===== src/rtl/alu_share_arbiter.sv =====
// Two-port round-robin arbiter in front of the shared pipeline ALU.
// One request is in flight at a time: IDLE accepts, EXEC drives the ALU for
// one cycle and captures its result, RESP holds the result until consumed.
module alu_share_arbiter #(
  parameter int unsigned DATA_WIDTH    = 32,
  parameter int unsigned OPCODE_LENGTH = 4
) (
  input  logic                     clk,
  input  logic                     reset,
  input  logic                     flush,
  input  logic                     req0_valid,
  output logic                     req0_ready,
  input  logic [OPCODE_LENGTH-1:0] req0_op,
  input  logic [DATA_WIDTH-1:0]    req0_a,
  input  logic [DATA_WIDTH-1:0]    req0_b,
  input  logic                     req1_valid,
  output logic                     req1_ready,
  input  logic [OPCODE_LENGTH-1:0] req1_op,
  input  logic [DATA_WIDTH-1:0]    req1_a,
  input  logic [DATA_WIDTH-1:0]    req1_b,
  output logic [DATA_WIDTH-1:0]    alu_srca,
  output logic [DATA_WIDTH-1:0]    alu_srcb,
  output logic [OPCODE_LENGTH-1:0] alu_op,
  input  logic [DATA_WIDTH-1:0]    alu_result,
  output logic                     rsp_valid,
  input  logic                     rsp_ready,
  output logic                     rsp_id,
  output logic [DATA_WIDTH-1:0]    rsp_data,
  output logic                     busy
);

  typedef enum logic [1:0] {StIdle, StExec, StResp} state_e;

  state_e                   state_q, state_d;
  logic                     last_grant_q, last_grant_d;
  logic                     id_q, id_d;
  logic [OPCODE_LENGTH-1:0] op_q, op_d;
  logic [DATA_WIDTH-1:0]    a_q, a_d;
  logic [DATA_WIDTH-1:0]    b_q, b_d;
  logic                     rsp_valid_q, rsp_valid_d;
  logic                     rsp_id_q, rsp_id_d;
  logic [DATA_WIDTH-1:0]    rsp_data_q, rsp_data_d;

  logic grant_valid;
  logic grant_id;

  // Round-robin grant; only offered in IDLE and never while flushing.
  always_comb begin
    grant_valid = 1'b0;
    grant_id    = 1'b0;
    if (state_q == StIdle && !flush) begin
      case ({req1_valid, req0_valid})
        2'b01: begin
          grant_valid = 1'b1;
          grant_id    = 1'b0;
        end
        2'b10: begin
          grant_valid = 1'b1;
          grant_id    = 1'b1;
        end
        2'b11: begin
          grant_valid = 1'b1;
          grant_id    = ~last_grant_q;
        end
        default: begin
          grant_valid = 1'b0;
          grant_id    = 1'b0;
        end
      endcase
    end
    req0_ready = grant_valid & ~grant_id;
    req1_ready = grant_valid & grant_id;
  end

  // Next-state and datapath updates; flush overrides every state.
  always_comb begin
    state_d      = state_q;
    last_grant_d = last_grant_q;
    id_d         = id_q;
    op_d         = op_q;
    a_d          = a_q;
    b_d          = b_q;
    rsp_valid_d  = rsp_valid_q;
    rsp_id_d     = rsp_id_q;
    rsp_data_d   = rsp_data_q;
    if (flush) begin
      state_d     = StIdle;
      rsp_valid_d = 1'b0;
      op_d        = '0;
    end else begin
      unique case (state_q)
        StIdle: begin
          if (grant_valid) begin
            state_d      = StExec;
            last_grant_d = grant_id;
            id_d         = grant_id;
            op_d         = grant_id ? req1_op : req0_op;
            a_d          = grant_id ? req1_a : req0_a;
            b_d          = grant_id ? req1_b : req0_b;
          end
        end
        StExec: begin
          state_d     = StResp;
          rsp_data_d  = alu_result;
          rsp_id_d    = id_q;
          rsp_valid_d = 1'b1;
          // Park the ALU on the no-op so it idles with a zero result.
          op_d        = '0;
        end
        StResp: begin
          if (rsp_ready) begin
            state_d     = StIdle;
            rsp_valid_d = 1'b0;
          end
        end
        default: begin
          state_d = StIdle;
        end
      endcase
    end
  end

  // State and datapath registers; reset leaves port 0 first in line.
  always_ff @(posedge clk or posedge reset) begin
    if (reset) begin
      state_q      <= StIdle;
      last_grant_q <= 1'b1;
      id_q         <= 1'b0;
      op_q         <= '0;
      a_q          <= '0;
      b_q          <= '0;
      rsp_valid_q  <= 1'b0;
      rsp_id_q     <= 1'b0;
      rsp_data_q   <= '0;
    end else begin
      state_q      <= state_d;
      last_grant_q <= last_grant_d;
      id_q         <= id_d;
      op_q         <= op_d;
      a_q          <= a_d;
      b_q          <= b_d;
      rsp_valid_q  <= rsp_valid_d;
      rsp_id_q     <= rsp_id_d;
      rsp_data_q   <= rsp_data_d;
    end
  end

  assign alu_srca  = a_q;
  assign alu_srcb  = b_q;
  assign alu_op    = op_q;
  assign rsp_valid = rsp_valid_q;
  assign rsp_id    = rsp_id_q;
  assign rsp_data  = rsp_data_q;
  assign busy      = (state_q != StIdle);

endmodule


===== config.mk =====
export PLATFORM = sky130hd
export DESIGN_NAME = alu_share_arbiter
export DESIGN_NICKNAME = d
export VERILOG_FILES = /design/src/rtl/alu_share_arbiter.sv
export SDC_FILE = /design/constraint.sdc
export NUM_CORES = 1
export LEC_CHECK = 0
export ABC_CLOCK_PERIOD_IN_PS = 4300
export CORE_AREA = 3 3 107 109
export CTS_CLUSTER_SIZE = 16
export DETAILED_ROUTE_END_ITERATION = 6
export DIE_AREA = 0 0 110 112
export DONT_BUFFER_PORTS = 1
export PLACE_DENSITY = 0.59
export SYNTH_ARGS = -nofsm -noshare
export SYNTH_HDL_FRONTEND = slang
export SYNTH_SLANG_ARGS = --single-unit

===== constraint.sdc =====
create_clock -name clk -period 4.3 [get_ports clk]
set_input_delay 0.86 -clock clk [delete_from_list [all_inputs] [get_ports clk]]
set_output_delay 0.86 -clock clk [all_outputs]
set_load 0.01 [all_outputs]

==> run summary <==
For this run the aggregate overflow at the end of global routing stands at 0. The count of different cell masters after synthesis came out at 25. In this run the vertical extent of the chip is around 110 um. The power density over the cells came out at approximately 540 nW/um^2.

The CTS tree is yes. The maximum fanout along the worst path is 34. The accumulated negative setup slack is 0 ns. The number of CTS-inserted buffers is 9.

The pre-antenna-repair detailed-routing pass consisted of 4 iterations. Cells fill a little under half of the core in the end. The starting density of the core is 43.37%. The slew at the pin closest to its max-slew limit came out at around 0.76 ns. The time the final worst path needs with I/O delays and setup is between 2 and 3 ns. The number of nets with antenna violations after routing came out at 0. The net count of the mapped netlist came out at roughly 580. The final worst slack came out at between 1 and 1.5 ns.

In the routed design, unresolved DRC markers number 0. The share of the Yosys chip area taken by registers is a little under three fifths. The max-slew violation count is 0. The total standard cell area after synthesis came out at approximately 4600 um^2.

The first-pass GRT wire length is between 15000 and 20000 um. The vias after detailed routing is ~3.2k. The warning count from the yosys run is 0. Clock skew on the completed layout was measured at 0.01022 ns. The required time of the critical path is ~3.4 ns. The depth of the CTS H-tree came out at 3. The final-layout worst hold slack is between 0.2 and 0.3 ns. The cell with the largest stage delay on the worst path is sky130_fd_sc_hd__or3_2. The overall routed net length is 11490 um.

The path class of the tightest hold or removal check is in2async. The area of the core region came out at 10700 um^2. The floorplan has 38 rows. Clock latency on the worst-skew pair, taken at its later pin, is between 0.3 and 0.4 ns. The run finished with clean final reports. The count of cells resized by post-cts repair came out at 0. The count of input and output buffers came out at 0. The die span in x came out at 110 um. The number of global-route vias before repair is roughly 3.2k. The count of pins on the block boundary is 279. The largest single stage delay on the critical path is a little under 0.8 ns. The number of maximum-capacitance violations is 0. In the final design database the tool counted 560 nets.

Measured against its own limit, the worst slew margin works out to roughly 50%. The sum of net half-perimeters after detailed placement came out at 8187 um. By startpoint and endpoint, the worst setup path is classified as in2out. In the final layout, the share of cells above drive strength 1 is about 16%. Among cell families on the critical path, the largest total delay comes from simple AND/OR/NAND/NOR gates. In this run the worst setup path terminates at req1_ready. Across every metal layer, demand over resource in global routing totals between 15 and 20%.

Prior to clock tree synthesis, the placed netlist has a worst setup slack of roughly 1.3 ns. Setup repair after global routing left no endpoint under its margin. The total of endpoints with negative setup slack in the final report is 0. The total stage count of the critical path came out at 2. The buffer and inverter count on the worst path came out at 0. In this run the critical register-to-register path is launched from state_q[0].

Compared with the post-synthesis result, the final layout area differs by 5.663%. The tree is rooted in a sky130_fd_sc_hd__clkbuf_8. At the end of routability-driven placement, the weighted congestion stood at 0.7898. The worst setup path is captured at an output port. The critical path goes through or3_2 -> nor2_1. The number of cells produced by synthesis is around 400.

The number of hold buffers added after cts came out at 0. The maximum ir drop on the vdd rail is 0.0002531 V. The register clock-pin slew on the reported worst setup and hold paths is approximately 0.11 ns. The floorplan step defined a die boundary enclosing 12320 um^2. Buffers added to address setup during post-CTS repair amount to 0.

The number of hold-slack violations in the final timing report came out at 0. The worst path arrival time is 2.13 ns. The number of inserted diodes is 0. The vias per cell came out at between 5 and 6. The depth of the worst register-to-register path is 4. The pin count of the biggest net entering global routing came out at 71. The maximum clock frequency is approximately 0.33 GHz. The number of antenna violations at the first check in global routing came out at 0.

The number of clock sinks seen by CTS is approximately 110. The cell leakage power is around 2.3 nW. The average instance area after synthesis is between 10 and 15 um^2. The period utilization is between 60% and 70%. Dividing the detail-routed wire length by the instance count gives 21.64 um.

The register-to-register setup slack came out at between 1.5 and 2 ns. The critical path launch point is flush. The detailed router finished its first iteration with 293 violations.

STA classifies the critical path startpoint as an input pin. The clock passes through at most 2 buffers. The number of synthesized register bits came out at about 110. The end of the worst register-to-register path is alu_srca[19].
-- logic make-up after synthesis --
| family | share of synthesized area (%) |
|---|---|
| buffers and inverters | 9.736 |
| flip-flops | 57.20 |
| AND/OR/NAND/NOR | 8.630 |
| AO/OA/AOI/OAI | 16.42 |
| multiplexers | 8.010 |
-- final cells by class --
type                       count  area (um^2)
clock buffer                  11        141.4
clock inverter                 5        62.56
fill                        1000         5796
inverter                      72        272.8
multi-input combinational    190         1544
sequential                   106         2654
tap                          140        175.2
timing repair buffer           7        52.55
-- power by group --
group,switching (mW),internal (mW),total [mW]
Clock,0.347,0.289,0.636
Sequential,0.330,1.26,1.59
Combinational,0.187,0.228,0.416
-- synth_stat cells --
cell type                    n  area share, %
sky130_fd_sc_hd__nand2_1     1          0.081
sky130_fd_sc_hd__a221o_1    65             14
sky130_fd_sc_hd__or3_1       2           0.27
sky130_fd_sc_hd__nand2b_1    1           0.13
sky130_fd_sc_hd__buf_2      19            2.0
sky130_fd_sc_hd__dfstp_2     1           0.57
sky130_fd_sc_hd__clkbuf_1    9           0.73
sky130_fd_sc_hd__nor3_1     68            7.3
sky130_fd_sc_hd__buf_4       1           0.16
sky130_fd_sc_hd__a21bo_2     1           0.22
sky130_fd_sc_hd__inv_1      72            5.8
sky130_fd_sc_hd__a311oi_1    1           0.19
sky130_fd_sc_hd__a21boi_0    1           0.16
sky130_fd_sc_hd__o21bai_4    1           0.40
sky130_fd_sc_hd__o211a_1     1           0.22
sky130_fd_sc_hd__mux2_2     33            8.0
sky130_fd_sc_hd__buf_6       4           0.97
sky130_fd_sc_hd__dfrtp_1   105             57
sky130_fd_sc_hd__o32ai_1     3           0.57
sky130_fd_sc_hd__nor2_1      5           0.40
sky130_fd_sc_hd__nor3b_2     1           0.27
sky130_fd_sc_hd__nor2b_1     1           0.13
sky130_fd_sc_hd__o21ai_0     1           0.11
sky130_fd_sc_hd__a21o_1      2           0.32
sky130_fd_sc_hd__a21oi_1     2           0.22
-- how the worst min path moves through the flow --
stage,endpoint,depth (start not counted)
after floorplan,id_q,1
after global routing,alu_srca[16],1
after detailed placement,id_q,1
final,alu_srca[16],1
after global placement,id_q,1
after CTS,alu_srca[16],1
-- per-stage QoR --
step / power (mW) / instances / instance area [um^2]
CTS: 2.681 / 531 / 4902
global route: 2.793 / 531 / 4902
detailed placement: 2.035 / 515 / 4698
global placement: 2.018 / 515 / 4698
floorplan: 1.902 / 401 / 4639
finish: 2.639 / 531 / 4902
-- routing by layer --
layer	vias up	routed length, um	GRT usage (%)
met5	-	0	0
met4	0	63	4.489
met3	4	1094	5.681
met2	183	6015	30.91
met1	1593	4316	22.75
li1	1402	-	-
-- state kept, by name, summed over array words and instances (netlist names) --
register,flops
rsp_data,32
alu_op,4
rsp_valid,1
alu_srca,32
state_q,2
last_grant_q,1
rsp_id,1
id_q,1
alu_srcb,32
-- placed cells by master, fill, tap and decap left out, types with 2 or more instances in the layout --
master	n
sky130_fd_sc_hd__nor2_1	4
sky130_fd_sc_hd__a221o_1	65
sky130_fd_sc_hd__clkinvlp_4	2
sky130_fd_sc_hd__o32ai_1	3
sky130_fd_sc_hd__mux2_2	33
sky130_fd_sc_hd__buf_4	7
sky130_fd_sc_hd__nor3_1	68
sky130_fd_sc_hd__a21o_1	2
sky130_fd_sc_hd__clkbuf_8	10
sky130_fd_sc_hd__inv_1	71
sky130_fd_sc_hd__a21oi_1	2
sky130_fd_sc_hd__dfrtp_1	105
No activity file was read; power rests on OpenSTA's default activity.
